File: config.mk
export PLATFORM = sky130hd
export DESIGN_NAME = sga_ram_arbiter
export DESIGN_NICKNAME = d
export VERILOG_FILES = /design/src/rtl/sga_pkg.sv /design/src/rtl/sga_rr_pick.sv /design/src/rtl/sga_ram_arbiter.sv
export SDC_FILE = /design/constraint.sdc
export NUM_CORES = 1
export LEC_CHECK = 0
export CORE_UTILIZATION = 28
export DETAILED_ROUTE_END_ITERATION = 7
export GPL_ROUTABILITY_DRIVEN = 0
export PLACE_DENSITY = 0.77
export SYNTH_ARGS = -nofsm -noshare
export SYNTH_HDL_FRONTEND = slang
export SYNTH_SLANG_ARGS = --single-unit
File: constraint.sdc
create_clock -name clock -period 2.7 [get_ports clock]
set_clock_uncertainty 0.1 [all_clocks]
set_input_delay 0.54 -clock clock [delete_from_list [all_inputs] [get_ports clock]]
set_output_delay 0.54 -clock clock [all_outputs]
set_load 0.1 [all_outputs]
File: src/rtl/sga_pkg.sv
// Shared constants for the snake-body RAM arbiter: requester indices and lock FSM encoding.
package sga_pkg;

   localparam int unsigned REQ_MOVE   = 0;
   localparam int unsigned REQ_COLL   = 1;
   localparam int unsigned REQ_RENDER = 2;

   localparam logic [0:0] ST_UNLOCKED = 1'b0;
   localparam logic [0:0] ST_LOCKED   = 1'b1;

endpackage

File: src/rtl/sga_rr_pick.sv
// Combinational round-robin picker: one-hot grant to the first requester after ptr.
module sga_rr_pick #(
   parameter int unsigned N_REQ = 3,
   parameter int unsigned PTR_W = 2
) (
   input  logic [N_REQ-1:0] req,
   input  logic [PTR_W-1:0] ptr,
   output logic [N_REQ-1:0] gnt_c
);

   int unsigned idx;
   logic        found;

   // Search order ptr+1, ptr+2, ... wrapping, so the last winner goes to the back.
   always_comb begin
      gnt_c = '0;
      found = 1'b0;
      idx   = 0;
      for (int unsigned i = 1; i <= N_REQ; i++) begin
         idx = (32'(ptr) + i) % N_REQ;
         if (!found && req[PTR_W'(idx)]) begin
            gnt_c[PTR_W'(idx)] = 1'b1;
            found              = 1'b1;
         end
      end
   end

endmodule

File: src/rtl/sga_ram_arbiter.sv
// Single-port body-RAM arbiter for move engine, collision scanner and render reader.
// Optional burst lock enabled by defining SGA_ARB_LOCK_EN.
module sga_ram_arbiter
   import sga_pkg::*;
#(
   parameter int unsigned N_REQ     = 3,
   parameter int unsigned ADDR_W    = 6,
   parameter int unsigned DATA_W    = 6,
   parameter int unsigned MOVE_PRIO = 0
) (
   input  logic                      clock,
   input  logic                      restart,
   input  logic [N_REQ-1:0]          req,
   input  logic [N_REQ-1:0]          we,
   input  logic [N_REQ*ADDR_W-1:0]   addr,
   input  logic [N_REQ*DATA_W-1:0]   wdata,
   input  logic [N_REQ-1:0]          lock,
   output logic [N_REQ-1:0]          gnt,
   output logic [N_REQ-1:0]          rvalid,
   output logic [DATA_W-1:0]         rdata,
   output logic [ADDR_W-1:0]         ram_addr,
   output logic                      ram_we,
   output logic [DATA_W-1:0]         ram_wdata,
   input  logic [DATA_W-1:0]         ram_rdata,
   output logic                      busy,
   output logic [1:0]                db_owner
);

   localparam int unsigned PTR_W = (N_REQ > 1) ? $clog2(N_REQ) : 1;

   logic [PTR_W-1:0] ptr_q;
   logic [N_REQ-1:0] rvalid_q;
   logic [1:0]       db_owner_q;
   logic [N_REQ-1:0] rr_gnt;
   logic [N_REQ-1:0] arb_gnt;
   logic [N_REQ-1:0] sel_gnt;
   logic [PTR_W-1:0] gnt_idx;
   logic             transfer;

   sga_rr_pick #(
      .N_REQ (N_REQ),
      .PTR_W (PTR_W)
   ) u_pick (
      .req   (req),
      .ptr   (ptr_q),
      .gnt_c (rr_gnt)
   );

   // Move engine pre-empts the rotation when MOVE_PRIO is set.
   always_comb begin
      arb_gnt = rr_gnt;
      if ((MOVE_PRIO != 0) && req[PTR_W'(REQ_MOVE)]) begin
         arb_gnt                     = '0;
         arb_gnt[PTR_W'(REQ_MOVE)]   = 1'b1;
      end
   end

`ifdef SGA_ARB_LOCK_EN
   logic [0:0]       state_q;
   logic [0:0]       state_d;
   logic [PTR_W-1:0] owner_q;
   logic [PTR_W-1:0] owner_d;
   logic             lock_hold;

   // A held lock restricts the grant to the owner; dropping it arbitrates normally.
   always_comb begin
      lock_hold = (state_q == ST_LOCKED) && lock[owner_q];
      sel_gnt   = arb_gnt;
      if (lock_hold) begin
         sel_gnt          = '0;
         sel_gnt[owner_q] = req[owner_q];
      end
   end

   always_comb begin
      state_d = state_q;
      owner_d = owner_q;
      if ((state_q == ST_LOCKED) && !lock[owner_q]) begin
         state_d = ST_UNLOCKED;
      end
      if ((state_d == ST_UNLOCKED) && transfer && lock[gnt_idx]) begin
         state_d = ST_LOCKED;
         owner_d = gnt_idx;
      end
   end

   always_ff @(posedge clock) begin
      if (restart) begin
         state_q <= ST_UNLOCKED;
         owner_q <= '0;
      end else begin
         state_q <= state_d;
         owner_q <= owner_d;
      end
   end
`else
   logic unused_lock;

   assign unused_lock = ^lock;
   assign sel_gnt     = arb_gnt;
`endif

   assign gnt      = restart ? '0 : sel_gnt;
   assign transfer = |gnt;
   assign busy     = transfer;

   // RAM port mux: idle port is fully zeroed.
   always_comb begin
      gnt_idx   = '0;
      ram_addr  = '0;
      ram_we    = 1'b0;
      ram_wdata = '0;
      for (int unsigned k = 0; k < N_REQ; k++) begin
         if (gnt[PTR_W'(k)]) begin
            gnt_idx   = PTR_W'(k);
            ram_addr  = ADDR_W'(addr >> (k * ADDR_W));
            ram_wdata = DATA_W'(wdata >> (k * DATA_W));
            ram_we    = we[PTR_W'(k)];
         end
      end
   end

   // Restart squashes an in-flight read in the same cycle it is asserted.
   assign rvalid   = restart ? '0 : rvalid_q;
   assign rdata    = ram_rdata;
   assign db_owner = db_owner_q;

   always_ff @(posedge clock) begin
      if (restart) begin
         ptr_q      <= PTR_W'(N_REQ - 1);
         rvalid_q   <= '0;
         db_owner_q <= '0;
      end else begin
         rvalid_q <= gnt & ~we;
         if (transfer) begin
            ptr_q      <= gnt_idx;
            db_owner_q <= 2'(gnt_idx);
         end
      end
   end

endmodule
==> flow_summary.yaml, run 1 <==
synthesis:
  synth_simple_gate_area_share_pct: 27.14
  synth.top_cells.by_area: "a221o_1 14%, dfxtp_1 14%, and3_1 8.4%, buf_4 8.4%, ha_1 5.6%"
  synth_top_family_by_area: "compound AO/OA/AOI/OAI gates"
  synth_cell_type_count: 43
  synth.avg_cell_area_um2: 7.804
  synthTopCellsByCount: "12 x a221o_1, 12 x and3_1, 10 x buf_4, 9 x inv_1"
  synth_mux_area_share_pct: 2.250
  yosysTopAreaCell: "a221o_1"
  ys_warn_count: 0
  syn_nets: 171
  ys_seq_area_share_pct: 13.50
  synth_adder_area_share_pct: 5.626
  synthCells: 114
  ys.flop_type: "dfxtp_1"
  ys_ff_latch: 6
  synth_compound_area_share_pct: 34.46
  synth_xor_area_share_pct: 0
  syn_area_um2: 889.6
  async_flop_share_pct: 0
  netlist.area_leader.share_pct: 13.50
  synth_edf_count: 0
power:
  p_per_area_mw_per_mm2: 1571
  leakagePower_nw: 0.9790
  vdd_drop_max_mv: 1.107
timing:
  fin_hold_ws_ns: 0.4204
  final-setup-viol-count: 17
  finalHoldViolCount: 0
  relSlewSlack_pct: 75.78
  tns_ns: -9.222
  fmax_mhz: 301.5
  rsz0062_at_grt: "true"
  period_minus_slack_ns: 3.316
  min_period_over_period_pct: 122.8
  tightest_slew_ns: 0.3633
  fin_ws_ns: -0.6164
  slew_violations: 0
setup_path:
  critPathKind: "reg -> out"
  start_kind: "flip-flop"
  arrival_ns: 2.68
  required_ns: 2.06
  critPathMaxFanout: 12
  crit_path_end_kind: "output port"
routing:
  ant_nets: 0
  dr.pass1.iters: 4
  drc: 0
  viasPerCell: 5.371
  wl_per_cell_um: 17.01
  drt-initial-drc-count: 41
  num_vias: 1289
  drt-total-wl_mm: 4.082
global_routing:
  grt_usage_pct: 22.77
  grt_pass1_vias: 1271
  grt_max_degree: 15
  grt_pass1_wl_mm: 5.934
  gr-total-overflow: 0
  antenna_found_initial: 0
floorplan:
  coreArea_mm2: 0.003028
  die_h_um: 58.37
  die_area_mm2: 0.003406
  initial_utilization_pct: 29.38
  boundaryPins: 81
  die_w_um: 58.37
  row_count: 20
final_layout:
  regArea_um2: 122.6
  diodes: 0
  final.fill_count: 202
  syn2layout_area_growth_pct: 152.9
  multi_input_area_um2: 870.8
  drive_above_1_share_pct: 49.49
  final_nets: 255
  postLayoutCoreUtil_pct: 74.30
cts:
  cts_buffers: 3
  clk_latency_ns: 0.24
  clk_pin_slew_ns: 0.04
  root_buffer: "clkbuf_4"
  htree_levels: 1
  cts_hold_buf: 0
  cts_max_path_buffers: 2
  cts_tree: "done"
  clock-sinks: 6
job:
  maxCapViolCount: 0
placed_design:
  port_buffers: 65
  place_ws_ns: -0.9014
  place_hpwl_mm: 3.031
run_status:
  status: "finished with violations"
  failed_checks: "negative setup slack"
min_path:
  hold_class: "reg -> reg"
-- final cells by class --
class                   count  area share, %
well taps                  44          2.447
inverters                   9          1.669
repair buffers             97          50.72
multi-input cells          81          38.71
flip-flops and latches      6          5.451
clock buffers               3          1.001
-- worst max-delay path: stages (launching register included) --
cell,delay (ns)
dfxtp_2,0.33
inv_2,0.05
ha_4,0.30
mux2i_4,0.29
o22ai_4,0.11
buf_6,0.14
o31ai_4,0.21
buf_6,0.16
nor2_4,0.05
buf_12,0.15
a221o_4,0.45
buf_12,0.17
-- cell usage in the layout, fill, tap and decap left out, types with 3 or more instances in the layout --
master,instances
dfxtp_1,4
buf_4,23
clkbuf_4,3
a221o_4,11
buf_12,22
nand2_1,4
inv_1,6
dlygate4sd2_1,3
and3_1,10
buf_6,9
nor2b_1,5
nor2_1,6
ha_2,3
clkdlybuf4s50_1,40
-- flip-flops by register name, summed over array words and instances (netlist names) --
name / flops
db_owner: 1
ptr_q: 2
rvalid_q: 3
-- routing by layer --
layer | vias to the layer above | GRT usage, % | share of wire [%]
li1 | 586 | - | -
met1 | 631 | 25.17 | 36
met2 | 51 | 41.38 | 54
met3 | 21 | 2.418 | 4.7
met4 | 0 | 14.63 | 4.9
met5 | - | 0 | 0
-- cells by family (layout without fill, tap and decap cells) --
kind of cell | count (synthesis) | count (layout)
mux | 2 | 2
compound gates | 34 | 34
flops | 6 | 6
buf+inv | 27 | 109
fa+ha+maj | 4 | 4
simple gates | 41 | 41
-- through the flow --
| step | power (mW) | instance area (µm²) | instances |
|---|---|---|---|
| floorplan | 2.150 | 1086 | 114 |
| global placement | 3.083 | 2059 | 230 |
| detailed placement | 3.152 | 2059 | 230 |
| CTS | 3.337 | 2138 | 235 |
| global route | 3.651 | 2250 | 240 |
| finish | 3.534 | 2250 | 240 |
-- report_power, final --
part,total (mW),switching (mW),internal (mW)
clock network,0.0817,0.0315,0.0502
logic,3.32,1.90,1.41
registers,0.138,0.0169,0.121
-- final timing paths --
path                            startpoint                       end  slack, ns  depth (start not counted)
setup / recovery     ptr_q[0]$_SDFFE_PP0P_              ram_wdata[2]      -0.62                         11
hold / removal    db_owner[1]$_SDFFE_PP0P_  db_owner[1]$_SDFFE_PP0P_       0.42                          2
setup reg to reg     ptr_q[0]$_SDFFE_PP0P_     ptr_q[1]$_SDFFE_PP1P_       0.37                         12
hold reg to reg   db_owner[1]$_SDFFE_PP0P_  db_owner[1]$_SDFFE_PP0P_       0.42                          2
-- repair_timing --
action	CTS	global route
setup endpoints to repair	17	17
setup buffers	3	5
resized for setup	12	15
pin swaps	3	8
Note: power is estimated with default switching activity, not from simulation.
==> run 2, diff against run 1 <==
- CORE_MARGIN: default -> 3
- TNS_END_PERCENT: default -> 10
==> flow_summary.yaml, run 2 (same netlist as run 1, synthesis figures left out) <==
run_status:
  status: "finished with violations"
  failed_checks: "negative setup slack"
global_routing:
  grt_usage_pct: 21.02
  grt_pass1_vias: 1375
  grt_pass1_wl_mm: 6.534
  antenna_found_initial: 0
  grt_max_degree: 15
  gr-total-overflow: 0
timing:
  rsz0062_at_grt: "true"
  fin_ws_ns: -0.5297
  period_minus_slack_ns: 3.230
  slew_violations: 0
  finalHoldViolCount: 0
  fmax_mhz: 309.6
  relSlewSlack_pct: 74.07
  min_period_over_period_pct: 119.6
  tightest_slew_ns: 0.3836
  final-setup-viol-count: 17
setup_path:
  slowest_delay_ns: 0.36
  critPathBufInv: 4
  arrival_ns: 2.59
  crit_family: "compound AO/OA/AOI/OAI gates"
  critPathKind: "reg -> out"
  critPathSlowestCell: "dfxtp_4"
  crit_chain: "inv_2 > ha_4 > buf_4 > nor2b_1 > o211ai_1 > o31ai_4 > buf_6 > and2_4 > a31o_2 > o21ba_4 > buf_12"
  required_ns: 2.06
  critPathMaxFanout: 5
  start_kind: "flip-flop"
  crit_path_end_kind: "output port"
floorplan:
  row_count: 19
  initial_utilization_pct: 30.67
  boundaryPins: 81
  coreArea_mm2: 0.002900
  die_h_um: 62.37
  die_w_um: 62.37
  die_area_mm2: 0.003889
cts:
  clock-sinks: 6
  cts_tree: "done"
  cts_buffers: 3
  cts_hold_buf: 0
  clk_pin_slew_ns: 0.05
  cts_max_path_buffers: 2
  htree_levels: 1
  clk_latency_ns: 0.25
  root_buffer: "clkbuf_4"
routing:
  ant_nets: 0
  dr.pass1.iters: 4
  wl_per_cell_um: 17.41
  drt-total-wl_mm: 4.231
  num_vias: 1256
  drt-initial-drc-count: 75
  drc: 0
  viasPerCell: 5.169
final_layout:
  final_cell_mix: "40 x clkdlybuf4s50_1, 30 x buf_4, 20 x buf_12"
  syn2layout_area_growth_pct: 141.4
  drive_above_1_share_pct: 49.75
  stdcell_count: 243
  largest_register: "rvalid_q"
  final_nets: 260
  mostFrequentLayoutCell: "clkdlybuf4s50_1"
  largest_register_ffs: 3
  diodes: 0
placed_design:
  dp.cells: 233
  place_ws_ns: -1.008
  port_buffers: 65
  place_hpwl_mm: 3.173
power:
  p_per_area_mw_per_mm2: 1561
  leakagePower_nw: 0.9458
  vdd_drop_max_mv: 1.105
job:
  maxCapViolCount: 0
min_path:
  hold_class: "reg -> reg"
[run 2: cell types whose count changed in the layout (fill, tap and decap cells not counted), sizes merged]
| cell | delta |
|---|---|
| dlygate4sd2 | -1 |
| clkdlybuf4s15 | +1 |
| buf | +5 |
[run 2: report_power, final]
group          switching, mW  internal [mW]
Clock                 0.0352         0.0505
Combinational           1.85           1.27
Sequential            0.0232          0.123
Total                   1.90           1.45
[run 2: area by class of cell]
class                   instances  area [µm²]
multi-input cells              81       754.5
clock buffers                   3       22.52
repair buffers                102        1155
flip-flops and latches          6       125.1
fillers                       217       753.2
inverters                       9       37.54
well taps                      42       52.55
[run 2: metal layers]
| layer | track usage, % | wire [µm] |
|---|---|---|
| met4 | 7.438 | 121 |
| met1 | 22.17 | 1504 |
| met2 | 41.40 | 2446 |
| met3 | 3.423 | 160 |
| met5 | 0 | 0 |
[run 2: repair_timing]
action                     4_1_cts  5_1_grt
hold endpoints to repair         0        0
setup endpoints to repair       17       17
cloned                           0        0
buffers inserted                 7        0
gates resized for setup         18       17
pin swaps                       19        9
[run 2: metrics by stage]
step / power, mW / hold slack (ns) / util [%] / setup TNS, ns / cell area [µm²]
global placement: 2.941 / 0.4163 / 67.00 / -12.59 / 1943
detailed placement: 2.990 / 0.4491 / 67.00 / -14.57 / 1943
CTS: 3.234 / 0.4669 / 71.40 / -7.569 / 2071
finish: 3.351 / 0.4665 / 74.03 / -7.952 / 2147
global route: 3.470 / 0.5014 / 74.03 / -9.655 / 2147
floorplan: 2.000 / 0.4185 / - / -4.971 / 943.4
[run 2: worst paths after layout]
path,from,to,slack [ns],cells after the start
worst max-delay path,ptr_q[0]$_SDFFE_PP0P_,ram_we,-0.53,11
worst min-delay path,db_owner[1]$_SDFFE_PP0P_,db_owner[1]$_SDFFE_PP0P_,0.47,2
worst max register to register,ptr_q[0]$_SDFFE_PP0P_,rvalid_q[2]$_SDFF_PP0_,0.31,11
worst min register to register,db_owner[1]$_SDFFE_PP0P_,db_owner[1]$_SDFFE_PP0P_,0.47,2
[run 2: worst reg2reg max path: cells and delay by family (launching register included)]
family / cells / cell delay, ns
AOI/OAI and AO/OA: 2 / 0.46
DFF: 1 / 0.36
buffers and inverters: 5 / 0.61
adders and majority gates: 1 / 0.27
and+or+nand+nor: 3 / 0.47
